$ cat src/rtl/wt_16.sv
// wt_16: 16x16 unsigned Wallace-tree multiplier with a registered 32-bit product.
module wt_16 (
  input  logic        clk,
  input  logic        rst_n,
  input  logic [15:0] A,
  input  logic [15:0] B,
  output logic [31:0] P
);
  logic [31:0] r [18];
  logic [31:0] t [18];
  logic [31:0] p_next;
  int n, m;
  always_comb begin
    for (int i = 0; i < 18; i++) r[i] = '0;
    for (int i = 0; i < 16; i++) r[i] = {16'b0, A & {16{B[i]}}} << i;
    n = 16;
    // 3:2 compression of row triples: 16->11->8->6->4->3->2
    for (int s = 0; s < 6; s++) begin
      for (int i = 0; i < 18; i++) t[i] = '0;
      m = 0;
      for (int g = 0; g < 6; g++) begin
        if (3 * g + 2 < n) begin
          t[m]     = r[3*g] ^ r[3*g+1] ^ r[3*g+2];
          t[m+1]   = ((r[3*g] & r[3*g+1]) | (r[3*g] & r[3*g+2]) | (r[3*g+1] & r[3*g+2])) << 1;
          m        = m + 2;
        end else if (3 * g + 1 < n) begin
          t[m]     = r[3*g] ^ r[3*g+1];
          t[m+1]   = (r[3*g] & r[3*g+1]) << 1;
          m        = m + 2;
        end else if (3 * g < n) begin
          t[m]     = r[3*g];
          m        = m + 1;
        end
      end
      for (int i = 0; i < 18; i++) r[i] = t[i];
      n = m;
    end
    p_next = r[0] + r[1];
  end
  always_ff @(posedge clk or negedge rst_n)
    if (!rst_n) P <= '0;
    else P <= p_next;
endmodule

$ cat config.mk
export PLATFORM = sky130hd
export DESIGN_NAME = wt_16
export DESIGN_NICKNAME = d
export VERILOG_FILES = /design/src/rtl/wt_16.sv
export SDC_FILE = /design/constraint.sdc
export NUM_CORES = 1
export LEC_CHECK = 0
export ABC_AREA = 0
export BUFFER_PORTS_ARGS = -buffer_cell sky130_fd_sc_hd__buf_2
export CORE_ASPECT_RATIO = 0.8
export CORE_UTILIZATION = 36
export DETAILED_ROUTE_END_ITERATION = 12
export GPL_TIMING_DRIVEN = 0
export SYNTH_ARGS = -nofsm -noshare
export SYNTH_HDL_FRONTEND = slang
export SYNTH_SLANG_ARGS = --single-unit
$ cat constraint.sdc
create_clock -name clk -period 0.9 [get_ports clk]
set_clock_uncertainty 0.2 [all_clocks]
set_input_delay 0.18 -clock clk [delete_from_list [all_inputs] [get_ports clk]]
set_output_delay 0.18 -clock clk [all_outputs]
set_load 0.01 [all_outputs]
* Word level (Yosys, flattened, before mapping)
Cells that the tools add are included.
** Storage, ports and cells
- Bits of input ports :: 34
- Register bits :: 32
- Output and inout bits :: 32
- Word-level logic and storage cells :: 120
** Cells by class
- Add/sub/neg operators :: 1
- Bitwise operators :: 118
** Operators by type and width (number)
- $and 31x31->31 :: 26
- $or 31x31->31 :: 18
- $xor 32x32->32 :: 12
- $and 16x16->16 :: 16
- $or 31x30->31 :: 2
- $add 32x32->32 :: 1
- $xor 32x21->32 :: 1
- $xor 32x25->32 :: 1
- $xor 32x30->32 :: 1
- $xor 32x31->32 :: 1
- $and 22x31->31 :: 1
- $and 31x19->31 :: 1
- $and 31x21->31 :: 1
- $and 28x30->30 :: 1
- $and 29x30->30 :: 1
- $xor 29x30->30 :: 1
- $and 28x29->29 :: 1
- $xor 28x29->29 :: 1
- $xor 27x28->28 :: 1
- $and 25x27->27 :: 1
- $and 26x27->27 :: 1
- $or 26x27->27 :: 1
- $or 27x27->27 :: 1
- $xor 26x27->27 :: 1
- 26 further kinds :: 26

* Depth between registers and ports, before layout
Gate-level depths: netlist of the first run.
- Word-level depth :: 20
- Depth in mapped cells :: 22
- Mapped depth without buffers :: 20

* Worst setup path after synthesis of the first run
Ideal clock, no wire load.
- Path type :: input -> register
- From :: input port A[6]
- To :: register P[31]
- Data required time :: 0.620 ns
- Path slack :: -4.634 ns
- Data arrival time :: 5.254 ns
- Path buffers :: 1
- Stages on the path :: 19
- Cells stage by stage :: clkbuf_1 > nand2_1 > fa_1 > fa_1 > fa_1 > inv_1 > fa_1 > inv_1 > fa_1 > inv_1 > fa_1 > ha_1 > and4_4 > and3b_1 > a211oi_2 > o21ai_2 > or3_1 > a31oi_1 > xnor2_1
** On the way
- Longest elaborated chain between the ends :: 20
- Elaborated cells between the ends (all ways) :: 119
- Those cells by class :: add/sub: 1; bitwise: 118
** RTL lines
- start: declaration :: RTL line 5 : input logic [15:0] A,
- $and 16x16->16 :: RTL line 15 : for (int i = 0; i < 16; i++) r[i] = {16'b0, A & {16{B[i]}}} << i;
- $and 16x17->17 / $and 16x18->18 (equally long branches)
- $or 17x18->18 :: RTL line 24 : t[m+1] = ((r[3*g] & r[3*g+1]) | (r[3*g] & r[3*g+2]) | (r[3*g+1] & r[3*g+2])) << 1;
- $or 18x18->18 :: RTL line 24
- $and 31x19->31 :: RTL line 24
- $or 31x31->31 (2 in series) :: RTL line 24
- $and 31x31->31
- $or 31x31->31 (2 in series) :: RTL line 24
- $and 31x31->31 :: RTL line 24
- $or 31x31->31 (2 in series) :: RTL line 24
- $and 31x31->31 :: RTL line 24
- $or 31x31->31 (2 in series) :: RTL line 24
- $and 31x31->31 :: RTL line 24
- $or 31x31->31 (2 in series) :: RTL line 24
- $add 32x32->32 * :: RTL line 38 : p_next = r[0] + r[1];
- named net p_next[31] :: RTL line 11 : logic [31:0] p_next;
- end signal: assignment :: RTL line 42 : else P <= p_next;
- end: declaration :: RTL line 7 : output logic [31:0] P
Mark *: on every way through the listed nets, which the timed path passes. The rest lies on a longest branch.

* Worst setup path in the final report of the first run
- From :: input port B[8]
- To :: register P[25]
** On the way
- Longest elaborated chain between the ends :: 19
- Elaborated cells between the ends (all ways) :: 52
- Those cells by class :: add/sub: 1; bitwise: 51
** RTL lines
- start: declaration :: RTL line 6 : input logic [15:0] B,
- $and 16x16->16 * :: RTL line 15
- $and 22x24->24 :: RTL line 24
- $or 23x24->24 :: RTL line 24
- $or 24x24->24 :: RTL line 24
- $and 22x31->31 :: RTL line 24
- $or 31x31->31 (2 in series) :: RTL line 24
- $xor 32x32->32 / $and 31x31->31 (equally long branches) :: RTL line 23, 24
- $xor 32x32->32 / $or 31x31->31 (equally long branches) :: RTL line 23, 24
- $and 31x31->31 / $or 31x31->31 (equally long branches) :: RTL line 24
- $or 31x31->31 / $xor 32x32->32 (equally long branches) (2 in series) :: RTL line 24, 23
- $and 31x31->31 :: RTL line 24
- $or 31x31->31 (2 in series) :: RTL line 24
- $and 31x31->31 :: RTL line 24
- $or 31x31->31 (2 in series) :: RTL line 24
- $add 32x32->32 * :: RTL line 38
- named net p_next[25] :: RTL line 11
Marks and branches as above.

==> results by group, run 1 <==
Global route
  • Initial antenna violation count: 0
  • GR met3 Demand/Resource: 2.77%
  • Overflow after GRT: 0
  • Gr busiest metal: met2
  • Maximum number of pins on one net before global-route repair: 33
  • Vias in the first global route: between 8000 and 9000
  • Met2 GRT Util: 34.5%
  • GR Util met1: 28.5%
  • Gr usage total: 20.6%
  • First-pass GRT wire length: around 42 mm

Route
  • Vias post-DR: between 7000 and 8000
  • Pre-Repair DR Iteration Count: 4
  • Post-DRT Antenna Nets: 0
  • # DRC: 0
  • Routed length per instance: approximately 17 um
  • Vias/cell: 4.82
  • Routed Wire Length: 25.5 mm
  • Iteration-0 DRC Markers: 250

Layout
  • Final Non-Filler Cells: between 1500 and 2000
  • NumNets Final: 1506
  • Seq. cell area: 801 sq um
  • Layout cell share with drive strength beyond 1: 33.2%
  • Biggest regs: P: 32 flops
  • Biggest register: P
  • Final core utilization: 51.5%
  • Multi-input gate area: 0.00865 sq mm
  • Number of fill cells: 2322
  • Area delta synth->final: 39.4%
  • Max reg flops: 32

Timing
  • Setup ws final: -4.44 ns
  • F_max: approximately 190 MHz
  • Period utilization: 593%
  • Max-slew violations: 0
  • Slew @ Worst Pin: 0.732 ns
  • Hold Fails Final Rpt: 32
  • Final Setup Violations: 63
  • RSZ-0062 raised after global routing: yes
  • Hold slack: -0.238 ns
  • Min Tclk post-route: ~5.3 ns
  • Slew HR: 51.2%

Placement
  • Placed cells: 1409
  • Post-DP HPWL: between 15 and 20 mm
  • Final GP Congestion: 0.865
  • Buffers on Ports: 65
  • Pre-CTS setup slack: -5.17 ns

Clock tree
  • Clock Sinks: 32
  • Max clock buf depth: 2
  • CTS tree: done
  • Worst-path clk slew: around 0.06 ns
  • CTS buffer count: 5
  • CTS HTree Levels: 2
  • Root Driver: clkbuf_16

Logic synthesis
  • Seq cells post-synth: 32
  • Post-synth net total: 1335
  • Post-synth top area cell: fa_1
  • Register area share after synthesis: ~8.5%
  • Post-synth top area share: 42.6%
  • Post-synth top flop: dfrtp_1
  • Mapped Cells: 993
  • Syn. warnings: 0
  • Mean Syn Cell Area: ~9.5 sq um
  • Mapped Area: 0.00940 sq mm
  • Synth cell types: 46
  • Largest cells by area after synthesis: fa_1, ha_1, and2_1
  • Async S/R FF share, synth: between 90% and 100%
  • Post-synth EDFFs: 0

Floorplanning
  • Core area: roughly 0.025 sq mm
  • Die area: 0.0268 sq mm
  • I/O pins: 66
  • Initial Util: 36.9%
  • Die width: 183 um
  • FP Rows: 52
  • Die Y-Extent: 147 um

Worst setup path
  • Crit-path max FO: 5
  • WP buf/inv: 5
  • Required @ worst endpoint: 0.91 ns
  • Crit path arrival time: 5.34 ns
  • Slowest CP cell: fa_2
  • CP peak stage delay: 0.55 ns
  • Crit path cell chain: buf_8 -> clkbuf_16 -> and2_4 -> fa_1 -> inv_1 -> fa_1 -> fa_2 -> fa_2 -> fa_1 -> inv_1 -> fa_1 -> ha_4 -> a21o_1 -> a211o_1 -> a21oi_4 -> a211oi_4 -> buf_4 -> o41ai_4 -> xnor2_1
  • Startpoint types: input pin
  • Crit. End Element: flop
  • Worst Setup Path Type: input pin to flop
  • Top cell by count, worst path: fa_1
  • CP top delay family: adder cells

Status
  • Status: finished, violations left
  • Failing checks: negative hold slack, negative setup slack

Min path
  • Kind of path behind the tightest hold check: input pin to async pin

Run
  • Max-Cap Viols: 0
[worst max-delay path by stage]
stage / start / cells after the start / endpoint / slack [ns]
after global routing: B[8] / 19 / P[25]$_DFF_PN0_ / -4.57
after floorplan: B[5] / 18 / P[31]$_DFF_PN0_ / -4.31
after global placement: A[15] / 17 / P[29]$_DFF_PN0_ / -5.16
final: B[8] / 19 / P[25]$_DFF_PN0_ / -4.44
after detailed placement: A[15] / 17 / P[29]$_DFF_PN0_ / -5.17
after CTS: B[8] / 19 / P[31]$_DFF_PN0_ / -4.41
[layout by cell type (no fill, tap or decap), drive strengths merged, types with 9 or more instances in the layout]
cell type,n
clkbuf,46
ha,108
and2,158
a21oi,27
inv,207
dfrtp,32
a21o,9
xnor2,14
fa,200
buf,159
o21ai,15
nand2,118
[layer usage]
layer | part of all wire, % | wire length, um | up-vias
met1 | 45 | 11600 | 3809
met3 | 4.4 | 1130 | 26
met2 | 48 | 12400 | 148
met5 | 0 | 0 | -
met4 | 1.8 | 467 | 0
li1 | - | - | 3332
[what timing repair did]
| item | 4_1_cts | 5_1_grt |
|---|---|---|
| endpoints found under the setup margin | 63 | 63 |
| cloned | 9 | 0 |
| pin swaps | 87 | 64 |
| gates resized for setup | 205 | 83 |
| endpoints found under the hold margin | 32 | 32 |
| buffers inserted | 67 | 27 |
[synthesized netlist by cell type (2+ instances only)]
| cell | count |
|---|---|
| inv_1 | 207 |
| and2_1 | 158 |
| o21a_1 | 2 |
| clkbuf_1 | 36 |
| nand2b_1 | 2 |
| o21bai_1 | 3 |
| a21oi_1 | 26 |
| a21boi_0 | 2 |
| a21o_1 | 9 |
| dfrtp_1 | 32 |
| nor2_1 | 8 |
| nand3_1 | 6 |
| xnor2_1 | 14 |
| nor2b_1 | 3 |
| and3_1 | 3 |
| ha_1 | 108 |
| o2111ai_1 | 2 |
| nand2_1 | 118 |
| o21ai_0 | 13 |
| a31oi_1 | 2 |
| xor2_1 | 7 |
| nand4_1 | 6 |
| o21ai_2 | 2 |
| nor3_1 | 3 |
| fa_1 | 200 |
[final cells by class]
| class | instances | share of cell area (%) |
|---|---|---|
| diodes | 1 | 0.0191 |
| plain buffers | 36 | 5.32 |
| clock buffers | 5 | 0.955 |
| clock inverters | 3 | 0.143 |
| inverters | 207 | 5.93 |
| multi-input cells | 718 | 66.0 |
| flip-flops and latches | 32 | 6.11 |
| well taps | 351 | 3.35 |
| repair buffers | 164 | 12.2 |
[stage by stage]
step	instance area (sq um)	setup TNS [ns]
floorplan	10200	-99.62
global placement	10900	-120.53
detailed placement	10900	-121.34
CTS	12600	-110.98
global route	13100	-117.03
finish	13100	-112.44
[cells by family (layout without fill, tap and decap cells)]
family | after synthesis | count (layout) | synth area share, %
and+or+nand+nor | 315 | 315 | 17.7
adders and majority gates | 308 | 308 | 57.0
buffers and inverters | 243 | 415 | 9.71
AOI/OAI and AO/OA | 73 | 73 | 5.05
DFF | 32 | 32 | 8.52
xor gates and xnor gates | 21 | 21 | 1.96
muxes | 1 | 1 | 0.120
other | 0 | 1 | 0
Power of run 1 is not shown: default switching activity piles up to over one toggle a cycle in this logic, so the estimate is an artifact.
==> run 2, diff against run 1 <==
--- a/config.mk
+++ b/config.mk
@@ -8,7 +8,7 @@
 export ABC_AREA = 0
 export BUFFER_PORTS_ARGS = -buffer_cell sky130_fd_sc_hd__buf_2
 export CORE_ASPECT_RATIO = 0.8
-export CORE_UTILIZATION = 36
+export CORE_UTILIZATION = 45
 export DETAILED_ROUTE_END_ITERATION = 12
 export GPL_TIMING_DRIVEN = 0
 export SYNTH_ARGS = -nofsm -noshare
==> constraint.sdc (replaced) <==
create_clock -name clk -period 6.6 [get_ports clk]
set_clock_uncertainty 0.2 [all_clocks]
set_input_delay 1.32 -clock clk [delete_from_list [all_inputs] [get_ports clk]]
set_output_delay 1.32 -clock clk [all_outputs]
set_load 0.01 [all_outputs]
==> run 2 against run 1 <==
Effect of this change: the flow finishes with violations (negative setup slack); worst setup slack gained 4.3 ns; cell area decreased by 17%; die area decreased by 20%; via count shrank 6.0%; wire length fell by 11%.
==> results by group, run 2 (same netlist as run 1, synthesis figures left out) <==
Floorplanning
  • FP Rows: 46 (-12%)
  • Die Y-Extent: 131 um (-10%)
  • Die area: 0.0215 sq mm (-20%)
  • I/O pins: 66 (unchanged)
  • Initial Util: 46.7% (+9.7 points)
  • Core area: 0.0201 sq mm (-21%)
  • Die width: 164 um (-10%)

Min path
  • Kind of path behind the tightest hold check: input pin to async pin

Placement
  • Buffers on Ports: 65 (unchanged)
  • Post-DP HPWL: 19.2 mm (-2.3%)
  • Final GP Congestion: 0.911 (+5.3%)
  • Pre-CTS setup slack: -0.830 ns (+4.34 ns)
  • Placed cells: 1322 (-6.2%)

Global route
  • Gr usage total: 22.1% (+1.5 points)
  • Overflow after GRT: 0 (unchanged)
  • Initial antenna violation count: 0 (unchanged)
  • Maximum number of pins on one net before global-route repair: 33 (unchanged)
  • Vias in the first global route: 7072 (-12%)
  • First-pass GRT wire length: 36.5 mm (-14%)

Layout
  • Multi-input gate area: 0.00791 sq mm (-8.5%)
  • Seq. cell area: 801 sq um (unchanged)
  • Most frequent cells in the layout: inv_1, fa_1, and2_1, nand2_1, ha_1
  • Layout cell share with drive strength beyond 1: 15.1% (-18 points)
  • NumNets Final: 1427 (-5.2%)
  • Max reg flops: 32 (unchanged)
  • Area delta synth->final: 16.0%
  • Biggest regs: P: 32 flops
  • Antenna cells: 0 (-1)
  • Final Non-Filler Cells: 1349 (-11%)
  • Final core utilization: 54.1% (+2.6 points)
  • Most common cell after layout, fill and taps aside: inv_1
  • Number of fill cells: 1873 (-19%)
  • Biggest register: P

Status
  • Failing checks: negative setup slack
  • Status: finished, violations left

Route
  • Highest routed layer: met4
  • Iteration-0 DRC Markers: 364 (+46%)
  • Vias/cell: 5.10 (+5.8%)
  • # DRC: 0 (unchanged)
  • Routed length per instance: 16.9 um (+0.13%)
  • Met3 WL: 939 um (-17%)
  • Pre-Repair DR Iteration Count: 5 (+1)
  • Post-DRT Antenna Nets: 0 (unchanged)
  • Vias post-DR: 6879 (-6.0%)
  • Routed Wire Length: 22.7 mm (-11%)
  • M1 wire length: 10.2 mm (-12%)
  • Met2 WL post-DR: 11.4 mm (-8.0%)

Clock tree
  • Hold_buf cts: 0
  • CTS tree: done
  • Clock Sinks: 32 (unchanged)
  • Max clock buf depth: 2 (unchanged)
  • Root Driver: clkbuf_16
  • Worst-path clk slew: 0.05 ns (about the same)
  • CTS HTree Levels: 2 (unchanged)
  • CTS buffer count: 5 (unchanged)

Worst setup path
  • Startpoint types: input pin
  • Crit-path max FO: 10 (+5)
  • Crit. End Element: flop
  • Required @ worst endpoint: 6.56 ns (+5.65 ns)
  • Worst Setup EP: P[31]$_DFF_PN0_
  • Worst Setup SP: B[12]
  • Crit path arrival time: 6.65 ns (+1.31 ns)
  • Worst Setup Path Type: input pin to flop

Timing
  • Min Tclk post-route: ~6.7 ns
  • F_max: 149 MHz
  • Hold Fails Final Rpt: 0 (-100%)
  • Slew @ Worst Pin: 0.704 ns (-0.0280 ns)
  • Setup ws final: -0.0914 ns (+4.35 ns)
  • Hold slack: 0.893 ns (+1.13 ns)
  • RSZ-0062 raised after global routing: yes
  • Period utilization: 101%
  • Final Setup Violations: 1 (-98%)
  • Max-slew violations: 0 (unchanged)
  • Slew HR: 53.1% (+1.9 points)

Run
  • Max-Cap Viols: 0 (unchanged)
## run 2: cell type report
cell class	instances	share of cell area, %
multi-input cells	718	72.6
flip-flops and latches	32	7.34
inverters	207	7.13
repair buffers	87	5.26
plain buffers	34	3.44
well taps	264	3.03
clock buffers	6	1.18
clock inverters	1	0.0459
## run 2: timing repair
action                                  in CTS  in global routing
setup buffers                                1                 21
resized for setup                           71                 99
cloned                                       0                  0
endpoints found under the setup margin      11                  9
pin swaps                                    6                 30
## run 2: worst min-delay path by stage
stage | slack, ns | depth (start not counted) | endpoint
final | 0.89 | 1 | P[28]$_DFF_PN0_
after global routing | 0.97 | 1 | P[30]$_DFF_PN0_
after CTS | 0.92 | 1 | P[27]$_DFF_PN0_
after detailed placement | 1.21 | 1 | P[27]$_DFF_PN0_
after global placement | 1.20 | 1 | P[27]$_DFF_PN0_
after floorplan | 0.82 | 0 | P[0]$_DFF_PN0_
## run 2: metal layers
| layer | track usage (%) | vias up |
|---|---|---|
| met1 | 30.8 | 3557 |
| met2 | 37.1 | 135 |
| met5 | 0 | - |
| met4 | 2.37 | 0 |
| met3 | 3.31 | 15 |
| li1 | - | 3172 |
## run 2: per-stage QoR
step,instance area (sq um),setup TNS [ns]
floorplan,9410,0
global placement,10100,-6.65
detailed placement,10100,-6.80
CTS,10500,-0.290
global route,10900,-0.537
finish,10900,-0.0914
## run 2: critical path: stages
cell and delay [ns]:
clkbuf_4 0.19, buf_8 0.15, nand2_1 0.08, fa_1 0.54
fa_2 0.62, fa_1 0.44, fa_1 0.54, fa_1 0.50
inv_1 0.05, fa_1 0.48, ha_2 0.32, and4_4 0.21
and3b_1 0.19, a211oi_2 0.17, o21ai_2 0.13, or3_1 0.33
a31oi_1 0.20, xnor2_1 0.19
Power of run 2 is left out for the same reason.
==> run 3, diff against run 2 <==
--- a/config.mk
+++ b/config.mk
@@ -11,6 +11,8 @@
 export CORE_UTILIZATION = 45
 export DETAILED_ROUTE_END_ITERATION = 12
 export GPL_TIMING_DRIVEN = 0
+export PLACE_DENSITY_LB_ADDON = 0.2
+export SKIP_LAST_GASP = 1
 export SYNTH_ARGS = -nofsm -noshare
 export SYNTH_HDL_FRONTEND = slang
 export SYNTH_SLANG_ARGS = --single-unit
==> run 3 against run 2 <==
Effect of this change: the flow still finishes with violations (negative setup slack); cell area rose by 0.96%; largest cell class unchanged; wire length fell by 1.6%; fmax rose by 1.1%; global-route usage fell by 0.27 points; critical path depth rose by 1; critical path type unchanged; sequential share of layout area fell by 0.070 points; hold slack got worse by 0.010 ns.
==> results by group, run 3 (same netlist as run 1, synthesis figures left out) <==
Status
  • Status: finished, violations left
  • Failing checks: negative setup slack

Global route
  • Maximum number of pins on one net before global-route repair: 33 (unchanged)
  • Gr usage total: 21.8% (-0.27 points)
  • Vias in the first global route: 6891 (-2.6%)
  • First-pass GRT wire length: 36.2 mm (-0.72%)
  • Overflow after GRT: 0 (unchanged)
  • Initial antenna violation count: 0 (unchanged)

Route
  • # DRC: 0 (unchanged)
  • Post-DRT Antenna Nets: 0 (unchanged)
  • Vias/cell: 5.17 (+1.4%)
  • Iteration-0 DRC Markers: 360 (-1.1%)
  • Pre-Repair DR Iteration Count: 8 (+3)
  • Routed length per instance: 16.6 um (-1.5%)
  • Vias post-DR: 6968 (+1.3%)
  • Routed Wire Length: 22.4 mm (-1.6%)

Clock tree
  • CTS HTree Levels: 2 (unchanged)
  • Hold_buf cts: 0 (unchanged)
  • CTS buffer count: 5 (unchanged)
  • Worst-path clk slew: 0.05 ns (about the same)
  • Max clock buf depth: 2 (unchanged)
  • CTS tree: done
  • Root Driver: clkbuf_16
  • Clock Sinks: 32 (unchanged)

Timing
  • Final setup TNS: -0.0172 ns (+0.0742 ns)
  • Min Tclk post-route: 6.62 ns (-0.0742 ns)
  • Hold Fails Final Rpt: 0 (unchanged)
  • Max-slew violations: 0 (unchanged)
  • Period utilization: 100% (-1.1 points)
  • Setup ws final: -0.0172 ns (+0.0742 ns)
  • F_max: 151 MHz (+1.1%)
  • RSZ-0062 raised after global routing: yes
  • Slew @ Worst Pin: 0.705 ns (+0.000668 ns)
  • Final Setup Violations: 1 (unchanged)
  • Slew HR: 53.0% (about the same)

Placement
  • Buffers on Ports: 65 (unchanged)
  • Placed cells: 1322 (unchanged)
  • Placed inst area: 0.0101 sq mm (unchanged)
  • Final GP Congestion: 0.880 (-3.5%)
  • Post-DP HPWL: 18.7 mm (-2.4%)

Worst setup path
  • Worst Setup Path Type: input pin to flop
  • Crit. End Element: flop
  • Crit path arrival time: 6.61 ns (-0.04 ns)
  • Startpoint types: input pin
  • Crit-path max FO: 8 (-2)
  • Required @ worst endpoint: 6.59 ns (+0.03 ns)

Layout
  • Design area: 0.0110 sq mm (+0.96%)
  • Most common cell after layout, fill and taps aside: inv_1
  • Biggest register: P
  • Most frequent cells in the layout: inv_1, fa_1, and2_1, nand2_1, ha_1
  • Biggest regs: P: 32 flops
  • Antenna cells: 0 (unchanged)
  • Area delta synth->final: 17.1%
  • Number of fill cells: 1913 (+2.1%)
  • Max reg flops: 32 (unchanged)
  • Layout cell share with drive strength beyond 1: 15.8% (+0.66 points)
  • Multi-input gate area: 0.00798 sq mm (+0.85%)
  • Seq. cell area: 801 sq um (unchanged)
  • Final Non-Filler Cells: 1348 (-0.074%)
  • NumNets Final: 1425 (-0.14%)

Floorplanning
  • Initial Util: 46.7% (unchanged)
  • Core area: 0.0201 sq mm (unchanged)
  • Die area: 0.0215 sq mm (unchanged)
  • Die width: 164 um (unchanged)
  • Die Y-Extent: 131 um (unchanged)
  • FP Rows: 46 (unchanged)
  • I/O pins: 66 (unchanged)

Min path
  • Kind of path behind the tightest hold check: input pin to async pin

Run
  • Max-Cap Viols: 0 (unchanged)
-- run 3: cell types whose count changed in the layout (fill, tap and decap cells not counted), moves of 2 or more --
cell / delta
clkbuf_16: +3
buf_4: -3
buf_6: +2
clkbuf_8: +5
ha_4: +2
clkbuf_4: -4
clkbuf_2: -2
fa_1: -3
clkinvlp_4: +2
fa_2: +3
buf_12: -3
buf_8: -2
-- run 3: routing by layer --
metal / wire length (um) / share of wire (%) / GRT usage, %
met5: 0 / 0 / 0
met4: 159 / 0.71 / 2.47
met3: 1260 / 5.6 / 2.37
met2: 11200 / 50 / 36.0
met1: 9790 / 44 / 31.6
-- run 3: cell type report --
cell class | instances | share of cell area, %
clock buffers | 5 | 1.14
repair buffers | 87 | 5.03
multi-input cells | 718 | 72.5
well taps | 264 | 3.00
plain buffers | 32 | 3.78
clock inverters | 3 | 0.216
inverters | 207 | 7.06
flip-flops and latches | 32 | 7.27
-- run 3: per-stage QoR --
| step | setup slack (ns) | hold WS, ns | utilization [%] |
|---|---|---|---|
| 2_1_floorplan | 0.0191 | 0.824 | - |
| 3_3_place_gp | -0.815 | 1.20 | 50.0 |
| 3_5_place_dp | -0.787 | 1.21 | 50.0 |
| 4_1_cts | -0.0947 | 0.904 | 52.8 |
| 5_1_grt | -0.140 | 0.944 | 54.7 |
| 6_report | -0.0172 | 0.883 | 54.7 |
-- run 3: critical path, stage by stage --
cell and delay (ns):
clkbuf_4 0.17, clkbuf_8 0.18, and2_1 0.16, fa_1 0.47, inv_1 0.05, fa_1 0.49, fa_1 0.59, fa_2 0.48
fa_1 0.50, fa_1 0.50, inv_1 0.06, ha_4 0.24, and2_4 0.15, and3b_1 0.17, a211oi_2 0.27, o21ai_4 0.12
or3_4 0.36, a31oi_4 0.19, xnor2_2 0.14
-- run 3: what timing repair did --
item | in CTS | in global routing
cloned | 1 | 1
endpoints found under the setup margin | 10 | 9
pin swaps | 12 | 39
resized for setup | 89 | 79
setup buffers | 7 | 13
-- run 3: worst max path at each step --
| stage | start | end | slack, ns | cells past startpoint |
|---|---|---|---|---|
| 3_5_place_dp | A[11] | P[31]$_DFF_PN0_ | -0.79 | 19 |
| 4_1_cts | B[8] | P[31]$_DFF_PN0_ | -0.09 | 19 |
| 5_1_grt | A[8] | P[31]$_DFF_PN0_ | -0.14 | 20 |
| 2_1_floorplan | A[10] | P[31]$_DFF_PN0_ | 0.02 | 19 |
| 3_3_place_gp | A[10] | P[31]$_DFF_PN0_ | -0.82 | 20 |
| 6_report | B[6] | P[31]$_DFF_PN0_ | -0.02 | 19 |
Power of run 3 is left out for the same reason.
